<file path="src/rtl/instruction_decode_ctrl.sv">
// Fetch/decode/execute control FSM for the ALU/register-bank datapath: fetches, decodes, evaluates branches.
// Optional build macro INSTR_COUNT_EN adds the retired_count output (instructions retired).
module instruction_decode_ctrl #(
    parameter int PC_WIDTH = 16,
    parameter logic [PC_WIDTH-1:0] RESET_PC = '0
) (
    input  logic                clock,
    input  logic                reset,
    output logic                instr_req,
    output logic [PC_WIDTH-1:0] instr_addr,
    input  logic [15:0]         instr_data,
    input  logic                instr_valid,
    input  logic [4:0]          flagsOutput,
    output logic [15:0]         immediate,
    output logic [4:0]          regEnables,
    output logic [4:0]          buffAEnables,
    output logic [4:0]          buffBEnables,
    output logic                Cin,
    output logic                regOrImmed,
    output logic [3:0]          op,
    output logic [3:0]          exop,
    output logic                halted
`ifdef INSTR_COUNT_EN
    ,
    output logic [15:0]         retired_count
`endif
);

    typedef enum logic [1:0] {Fetch, Decode, Execute, Halt} stateT;

    localparam logic [PC_WIDTH-1:0] PC_ONE = 1;

    stateT               state;
    logic [PC_WIDTH-1:0] pc;
    logic [15:0]         ir;
    logic [3:0]          irOp;

    logic [4:0]  decA;
    logic [4:0]  decB;
    logic [4:0]  decW;
    logic [3:0]  decOp;
    logic [3:0]  decExop;
    logic [15:0] decImm;
    logic        decRoi;

    logic [PC_WIDTH-1:0] branchDisp;
    logic [PC_WIDTH-1:0] nextPc;

    // Flags are {N,Z,F,L,C} at bits {4,3,2,1,0}.
    function automatic logic branchTaken(input logic [3:0] cond, input logic [4:0] f);
        logic taken;
        case (cond)
            4'h0:    taken = f[3];
            4'h1:    taken = ~f[3];
            4'h2:    taken = f[0];
            4'h3:    taken = ~f[0];
            4'h6:    taken = f[4];
            4'h7:    taken = ~f[4];
            4'h8:    taken = f[2];
            4'h9:    taken = ~f[2];
            4'hC:    taken = f[1];
            4'hD:    taken = ~f[1];
            4'hE:    taken = 1'b1;
            default: taken = 1'b0;
        endcase
        return taken;
    endfunction

    assign irOp       = ir[15:12];
    assign instr_addr = pc;
    assign Cin        = flagsOutput[0];

    always_comb begin
        decA    = '0;
        decB    = '0;
        decW    = '0;
        decOp   = '0;
        decExop = '0;
        decImm  = '0;
        decRoi  = 1'b1;
        case (irOp)
            4'h0: begin
                decA    = {1'b1, ir[11:8]};
                decB    = {1'b1, ir[3:0]};
                decW    = {1'b1, ir[11:8]};
                decExop = ir[7:4];
            end
            4'hC: decOp = 4'hC;
            4'hF: decOp = 4'h0;
            default: begin
                decA   = {1'b1, ir[11:8]};
                decW   = {1'b1, ir[11:8]};
                decOp  = irOp;
                decRoi = 1'b0;
                // Logical-style ops 1..3 take an unsigned byte; everything else is signed.
                decImm = (irOp inside {4'h1, 4'h2, 4'h3}) ? {8'h00, ir[7:0]}
                                                          : {{8{ir[7]}}, ir[7:0]};
            end
        endcase
    end

    assign branchDisp = {{(PC_WIDTH-8){ir[7]}}, ir[7:0]};
    assign nextPc = (irOp == 4'hC && branchTaken(ir[11:8], flagsOutput)) ? pc + branchDisp
                                                                        : pc + PC_ONE;

    always_ff @(posedge clock) begin
        if (reset) begin
            state        <= Fetch;
            pc           <= RESET_PC;
            ir           <= '0;
            instr_req    <= 1'b0;
            halted       <= 1'b0;
            immediate    <= '0;
            regEnables   <= '0;
            buffAEnables <= '0;
            buffBEnables <= '0;
            regOrImmed   <= 1'b1;
            op           <= '0;
            exop         <= '0;
`ifdef INSTR_COUNT_EN
            retired_count <= '0;
`endif
        end else begin
            case (state)
                Fetch: begin
                    // The first cycle after reset only raises the request.
                    if (!instr_req) begin
                        instr_req <= 1'b1;
                    end else if (instr_valid) begin
                        ir        <= instr_data;
                        instr_req <= 1'b0;
                        state     <= Decode;
                    end
                end
                Decode: begin
                    immediate    <= decImm;
                    regEnables   <= decW;
                    buffAEnables <= decA;
                    buffBEnables <= decB;
                    regOrImmed   <= decRoi;
                    op           <= decOp;
                    exop         <= decExop;
                    state        <= Execute;
                end
                Execute: begin
                    pc           <= nextPc;
                    immediate    <= '0;
                    regEnables   <= '0;
                    buffAEnables <= '0;
                    buffBEnables <= '0;
                    regOrImmed   <= 1'b1;
                    op           <= '0;
                    exop         <= '0;
`ifdef INSTR_COUNT_EN
                    retired_count <= retired_count + 16'd1;
`endif
                    if (irOp == 4'hF) begin
                        halted <= 1'b1;
                        state  <= Halt;
                    end else begin
                        instr_req <= 1'b1;
                        state     <= Fetch;
                    end
                end
                default: state <= Halt;
            endcase
        end
    end

endmodule

</file>
<file path="config.mk">
export PLATFORM = sky130hd
export DESIGN_NAME = instruction_decode_ctrl
export DESIGN_NICKNAME = d
export VERILOG_FILES = /design/src/rtl/instruction_decode_ctrl.sv
export SDC_FILE = /design/constraint.sdc
export NUM_CORES = 1
export LEC_CHECK = 0
export ABC_AREA = 0
export CORE_ASPECT_RATIO = 1.2
export CORE_MARGIN = 4
export CORE_UTILIZATION = 41
export DETAILED_ROUTE_END_ITERATION = 16
export GPL_TIMING_DRIVEN = 0
export PLACE_DENSITY = 0.72
export RECOVER_POWER = 100
export SETUP_SLACK_MARGIN = 0.3
export SLEW_MARGIN = 10
export SYNTH_ARGS = -nofsm -noshare
export SYNTH_HDL_FRONTEND = slang
export SYNTH_SLANG_ARGS = --single-unit
</file>
<file path="constraint.sdc">
create_clock -name clock -period 3.9 [get_ports clock]
set_clock_uncertainty 0.05 [all_clocks]
set_input_delay 0.975 -clock clock [delete_from_list [all_inputs] [get_ports clock]]
set_output_delay 0.975 -clock clock [all_outputs]
set_load 0.05 [all_outputs]
</file>
# Yosys cells after proc, flatten, opt, wreduce, memory -nomap -nowiden
# Cells that the tools add are included.
[totals]
wordCells = 75
inputBits = 24
output_inout_bits = 59
reg_bits = 71
[classes]
n_eq_ne = 20
addsub = 2
mux = 23
bitwise = 5
n_reduce_logical = 14
[ops]
columns = ["cell", "count"]
rows = [
  ["16-bit 2-to-1 mux", 3],
  ["16-bit case mux with 2 select lines", 1],
  ["4-bit equality test, second input constant", 7],
  ["4-bit case mux with 2 select lines", 3],
  ["5-bit case mux with 2 select lines", 2],
  ["16-bit by 1-bit adder with 16-bit output, second input constant", 1],
  ["16-bit adder", 1],
  ["4-bit by 2-bit equality test with 1-bit output, second input constant", 4],
  ["1-bit case mux with 11 select lines", 1],
  ["5-bit 2-to-1 mux", 2],
  ["4-bit by 1-bit equality test with 1-bit output, second input constant", 2],
  ["4-bit by 3-bit equality test with 1-bit output, second input constant", 2],
  ["4-bit zero test", 2],
  ["2-bit 2-to-1 mux", 3],
  ["2-bit inequality test, second input constant", 3],
  ["2-bit case mux with 3 select lines", 1],
  ["2-bit AND reduction", 3],
  ["1-bit NOT", 5],
  ["1-bit 2-to-1 mux", 4],
  ["4-bit 2-to-1 mux", 1],
  ["1-bit case mux with 2 select lines", 2],
  ["2-bit nonzero test", 2],
  ["2-bit OR reduction", 2],
  ["3-bit AND reduction", 1],
  ["6 further kinds", 6],
]

# Longest topological paths before layout
[depth]
word_depth = 5
depth_mapped = 16
mapped_depth_nobuf = 16

# Worst setup path after synthesis
# OpenSTA, ideal clock, no wires.
[synth_path]
path_kind = "input port to flip-flop"
start = "in flagsOutput[0]"
end = "reg pc[12] (netlist: instr_addr[12])"
stages = 16
slack_ns = 0.232
setup_time_ns = 0.086
t_required_ns = 3.764
path_buffers = 0
t_arrival_ns = 3.533
cell_sequence = "mux2i_1 o32ai_1 a311o_2 nand3_1 nor4_2 nand2b_1 ha_1 inv_1 fa_1 nand2b_1 a21oi_1 o21ai_2 o21bai_1 mux2i_1 xnor2_1 a211oi_1"
[synth_via]
elab_chain_len = 4
[synth_lines]
columns = ["item", "line", "source"]
rows = [
  ["start: declaration", "13", "input logic [4:0] flagsOutput,"],
  ["1-bit NOT", "56", "4'h3: taken = ~f[0];"],
  ["1-bit case mux with 11 select lines (*)", "52", "case (cond)"],
  ["1-bit logical AND (*)", "103", "assign nextPc = (irOp == 4'hC && branchTaken(ir[11:8], flagsOutput)) ? pc + branchDisp"],
  ["16-bit 2-to-1 mux (*)", "103", ""],
  ["end signal: assignment", "146", "pc <= nextPc;"],
  ["end: declaration", "34", "logic [PC_WIDTH-1:0] pc;"],
]
# Mark *: on every way between the ends. The rest lies on a longest branch, timed or not.
# A chain may end at the register's enable or synchronous reset.

# Worst setup path after layout
[layout_path]
start = "in flagsOutput[3]"
end = "reg pc[12] (netlist: instr_addr[12])"
[layout_via]
elab_chain_len = 4
[layout_lines]
columns = ["item", "line", "source"]
rows = [
  ["1-bit NOT", "54", "4'h1: taken = ~f[3];"],
  ["1-bit case mux with 11 select lines (*)", "52", ""],
  ["1-bit logical AND (*)", "103", ""],
  ["16-bit 2-to-1 mux (*)", "103", ""],
]
# Marks and branches as above.

==> impl_summary.md <==
Run status
The flow ran to the end, and the final reports show no timing, DRC or antenna violations.

Power and ir drop
The leakage power is between 1.5 and 2 nW. Power spread over the standard cell area amounts to around 410 nW/um^2. Across the VDD grid, the largest voltage drop is 0.0002196 V. After layout, the design draws a total of a little under 2 mW.

CTS
The CTS sink count is 64. TritonCTS built the clock tree. The number of buffers on the longest clock path is 2. The clock root buffer is sky130_fd_sc_hd__clkbuf_8. After clock tree synthesis, the clock-pin slew on the worst setup and hold paths is about 0.080 ns.

The clock tree synthesis step divided the H-tree into 3 levels. In this run, CTS created clock tree buffers numbering 9. The clock reaches the later pin of the worst-skew pair after approximately 0.34 ns.

Die
The initial utilization of the core area, before any placement, comes to 0.4260. For this design the top-level I/O count stands at 83. The height of the chip is between 100 and 150 um. The chip width is 89.92 um. The die covers between 9000 and 10000 um^2. The floorplan has 35 rows. In this run the standard cell core region covers just under 8000 um^2.

Synthesis
The cell area after synthesis is ~3300 um^2. For this run, the register share of the synthesized area comes to 0.3880. The net count of the mapped netlist is about 440. The number of distinct standard cells referenced by the synthesized netlist is between 50 and 60. The number of synthesized flops with an enable pin is 0. The most frequently used flop master after synthesis is sky130_fd_sc_hd__dfxtp_1. In this run, synthesis produced a sequential element count of 64. The Yosys step of the flow raised 0 warnings.

Averaged over all synthesized cells, the footprint is between 8 and 9 um^2. The fraction of synthesis flops using an asynchronous set or reset pin is 0. The post-synthesis cell count is 401.

Route
The number of violations reported at the end of detailed-routing iteration 0 is between 100 and 150. After detailed routing, the number of vias per cell comes to around 5.3. The post-detailed-route count of antenna-violating nets is 0.

The routed wire length is 9.169 mm. The total vias in the final route is around 3200. The DRC violations left is 0. The first-pass detailed-route iteration total is 4. Dividing the detail-routed wire length by the instance count gives roughly 15 um.

Worst setup path
The capture instance of the worst register-to-register path is instr_addr[12]$_SDFFE_PP0P_. The startpoint identified for the worst register-to-register timing path is ir[9]$_SDFFE_PP0P_. In this design, the largest share of critical-path delay is due to compound AO/OA/AOI/OAI gates. The sum of buffers and inverters on the critical path is 3.

Walking the worst path, the cells encountered are buf_6 > mux2i_4 > o32ai_2 > a311o_2 > nand3_2 > nor4_1 > buf_6 > nand2b_4 > ha_4 > inv_2 > fa_1 > nand2b_4 > a21oi_4 > o21ai_4 > o21bai_4 > mux2i_2 > xnor2_1 > a211oi_1. The most critical setup path has its startpoint at flagsOutput[3]. Counting buffers and inverters, the worst setup path is 18 cells deep. For the worst setup path, the data required time is 4.11 ns. The nature of the critical path endpoint is a flop. The endpoint of the most critical setup path is instr_addr[12]$_SDFFE_PP0P_. In this run the worst path has a maximum fanout of 7. The classification of the worst setup path is input port to flop. The biggest cell delay along the critical path is 0.39 ns. The launching element type of the critical path is an input port.

The critical path arrival is about 3.8 ns. In this run the register-to-register setup slack is around 0.42 ns. Among all stages on the critical path, the largest delay is contributed by sky130_fd_sc_hd__fa_1. Counting cells, the worst reg-to-reg path comes to 17.

Placement
The number of buffers inserted by port buffering is between 80 and 90. Detailed placement finished with a half-perimeter wire length of between 6 and 7 mm. The final RePlAce weighted congestion is around 0.89.

The setup slack at placement is -0.7109 ns.

STA
The max-slew headroom at the worst pin is 0.3931. The slew at the pin closest to its max-slew limit is roughly 0.91 ns. The setup-violating endpoint count in the final report is 0. The time the final worst path needs with I/O delays and setup is roughly 3.6 ns.

Setup repair after global routing could not meet its margin everywhere. The number of pins exceeding their max-slew limit in the final report is 0. The hold slack is 0.4053 ns. The final hold violation count is 0. The maximum clock rate is about 280 MHz. The post-route fraction of the period consumed by the critical path is 0.9250. Across all setup checks in the final design, the least slack found is 0.2925 ns.

GRT
The via count of the first global-routing pass is between 3000 and 4000. In the global route stage, overall resource usage came out at 0.1879. The initial antenna violation count came to 0. The first global-routing pass estimated between 10 and 15 mm of wire. The overall overflow remaining after global route is 0.

The maximum number of pins on one net before global-route repair is 13.

Finish
The library cells used most frequently in the layout, excluding fill and tap cells, are 64 x sky130_fd_sc_hd__dfxtp_1, 60 x sky130_fd_sc_hd__dlygate4sd3_1, 53 x sky130_fd_sc_hd__nor2_1. The fill cell instance count of the final layout is ~680. The antenna cell count is 0. Of the cells placed in the final design, the portion with a size suffix greater than 1 is 0.1549. The net count reported at finish is 548.

From synthesis to final layout, the design area changed by 42.63%. The library cell used most frequently in the layout, excluding fill and tap cells, is sky130_fd_sc_hd__dfxtp_1. Measured on the finished design, the core utilization comes to 0.6076.

Run
The tool flagged a number of max-cap violations equal to 0.

Min path
In this run the worst hold path is classified as flop to flop.
flip-flops by register name, summed over array words and instances (netlist names):
name and count:
instr_addr 16, ir 16, immediate 9, buffAEnables 5, buffBEnables 5, exop 4, op 4, state 2
halted 1, instr_req 1, regOrImmed 1
Yosys cell counts (4+ instances only):
| master | number | area, um^2 |
|---|---|---|
| sky130_fd_sc_hd__dfxtp_1 | 64 | 1281 |
| sky130_fd_sc_hd__clkbuf_1 | 17 | 63.81 |
| sky130_fd_sc_hd__nand3_1 | 8 | 40.04 |
| sky130_fd_sc_hd__inv_1 | 12 | 45.04 |
| sky130_fd_sc_hd__nand2b_1 | 11 | 68.82 |
| sky130_fd_sc_hd__a21oi_1 | 38 | 190.2 |
| sky130_fd_sc_hd__ha_1 | 18 | 225.2 |
| sky130_fd_sc_hd__a22oi_1 | 21 | 157.7 |
| sky130_fd_sc_hd__nand2_1 | 52 | 195.2 |
| sky130_fd_sc_hd__and2_1 | 6 | 37.54 |
| sky130_fd_sc_hd__nor2_1 | 53 | 198.9 |
| sky130_fd_sc_hd__a21o_1 | 4 | 30.03 |
| sky130_fd_sc_hd__xnor2_1 | 11 | 96.34 |
| sky130_fd_sc_hd__a211oi_1 | 4 | 30.03 |
| sky130_fd_sc_hd__nor3_1 | 5 | 25.02 |
| sky130_fd_sc_hd__mux2i_1 | 10 | 100.1 |
| sky130_fd_sc_hd__o21ai_0 | 7 | 35.03 |
| sky130_fd_sc_hd__buf_4 | 14 | 105.1 |
final cells by class:
cell class	instances	area [um^2]	share of cell area
multi-input combinational	289	1993	0.4232
sequential	64	1281	0.2721
timing repair buffer	93	914.6	0.1942
buffer	35	186.4	0.03959
clock buffer	9	123.9	0.02630
tap	92	115.1	0.02444
inverter	13	48.80	0.01036
clock inverter	7	46.29	0.009830
cell families (layout without fill, tap and decap cells):
family,after synthesis,in the layout,synth area share
multiplexers,10,10,0.03032
AO/OA/AOI/OAI,96,96,0.1895
flip-flops,64,64,0.3880
AND/OR/NAND/NOR,150,150,0.2092
buffers and inverters,48,157,0.07161
adder cells (fa/ha/maj),19,19,0.07427
XOR/XNOR,14,14,0.03714
how the worst min path moves through the flow:
stage | from | to | slack (ns) | cells past startpoint
CTS | halted$_SDFFE_PP0P_ | halted$_SDFFE_PP0P_ | 0.41 | 2
global route | halted$_SDFFE_PP0P_ | halted$_SDFFE_PP0P_ | 0.43 | 2
detailed placement | halted$_SDFFE_PP0P_ | halted$_SDFFE_PP0P_ | 0.40 | 2
floorplan | ir[0]$_SDFFE_PP0P_ | ir[0]$_SDFFE_PP0P_ | 0.41 | 2
global placement | halted$_SDFFE_PP0P_ | halted$_SDFFE_PP0P_ | 0.39 | 2
finish | halted$_SDFFE_PP0P_ | halted$_SDFFE_PP0P_ | 0.41 | 2
report_power, final:
part / total [mW] / leakage, nW / internal [mW] / switching (mW)
Sequential: 0.778 / 0.518 / 0.717 / 0.0607
Clock: 0.502 / 0.0814 / 0.229 / 0.273
Combinational: 0.667 / 1.37 / 0.219 / 0.449
layer usage:
| layer | GRT usage | vias to the layer above | wire, um |
|---|---|---|---|
| met3 | 0.05449 | 12 | 500 |
| met4 | 0.06127 | 0 | 104 |
| met1 | 0.2245 | 1483 | 3909 |
| met2 | 0.3247 | 90 | 4655 |
| li1 | - | 1592 | - |
| met5 | 0 | - | 0 |
through the flow:
stage / area, um^2 / std cells / setup TNS, ns
after CTS: 4584 / 597 / 0
after floorplan: 3316 / 401 / 0
final: 4710 / 602 / 0
after global placement: 4242 / 574 / -4.770
after detailed placement: 4242 / 574 / -5.811
after global routing: 4710 / 602 / 0
worst register-to-register path, cell delays in order (launching register included):
cell	delay (ns)
sky130_fd_sc_hd__dfxtp_1	0.47
sky130_fd_sc_hd__mux2i_4	0.30
sky130_fd_sc_hd__o32ai_2	0.09
sky130_fd_sc_hd__a311o_2	0.38
sky130_fd_sc_hd__nand3_2	0.07
sky130_fd_sc_hd__nor4_1	0.06
sky130_fd_sc_hd__buf_6	0.14
sky130_fd_sc_hd__nand2b_4	0.08
sky130_fd_sc_hd__ha_4	0.13
sky130_fd_sc_hd__inv_2	0.04
sky130_fd_sc_hd__fa_1	0.39
sky130_fd_sc_hd__nand2b_4	0.17
sky130_fd_sc_hd__a21oi_4	0.18
sky130_fd_sc_hd__o21ai_4	0.10
sky130_fd_sc_hd__o21bai_4	0.18
sky130_fd_sc_hd__mux2i_2	0.24
sky130_fd_sc_hd__xnor2_1	0.09
sky130_fd_sc_hd__a211oi_1	0.23
timing repair:
action | CTS | global route
endpoints found under the setup margin | 13 | 8
cloned | 0 | 0
hold buffers | 0 | 0
pin swaps | 15 | 16
endpoints found under the hold margin | 0 | 0
resized for setup | 35 | 23
buffers inserted | 7 | 5
No activity file was read; power rests on OpenSTA's default activity.
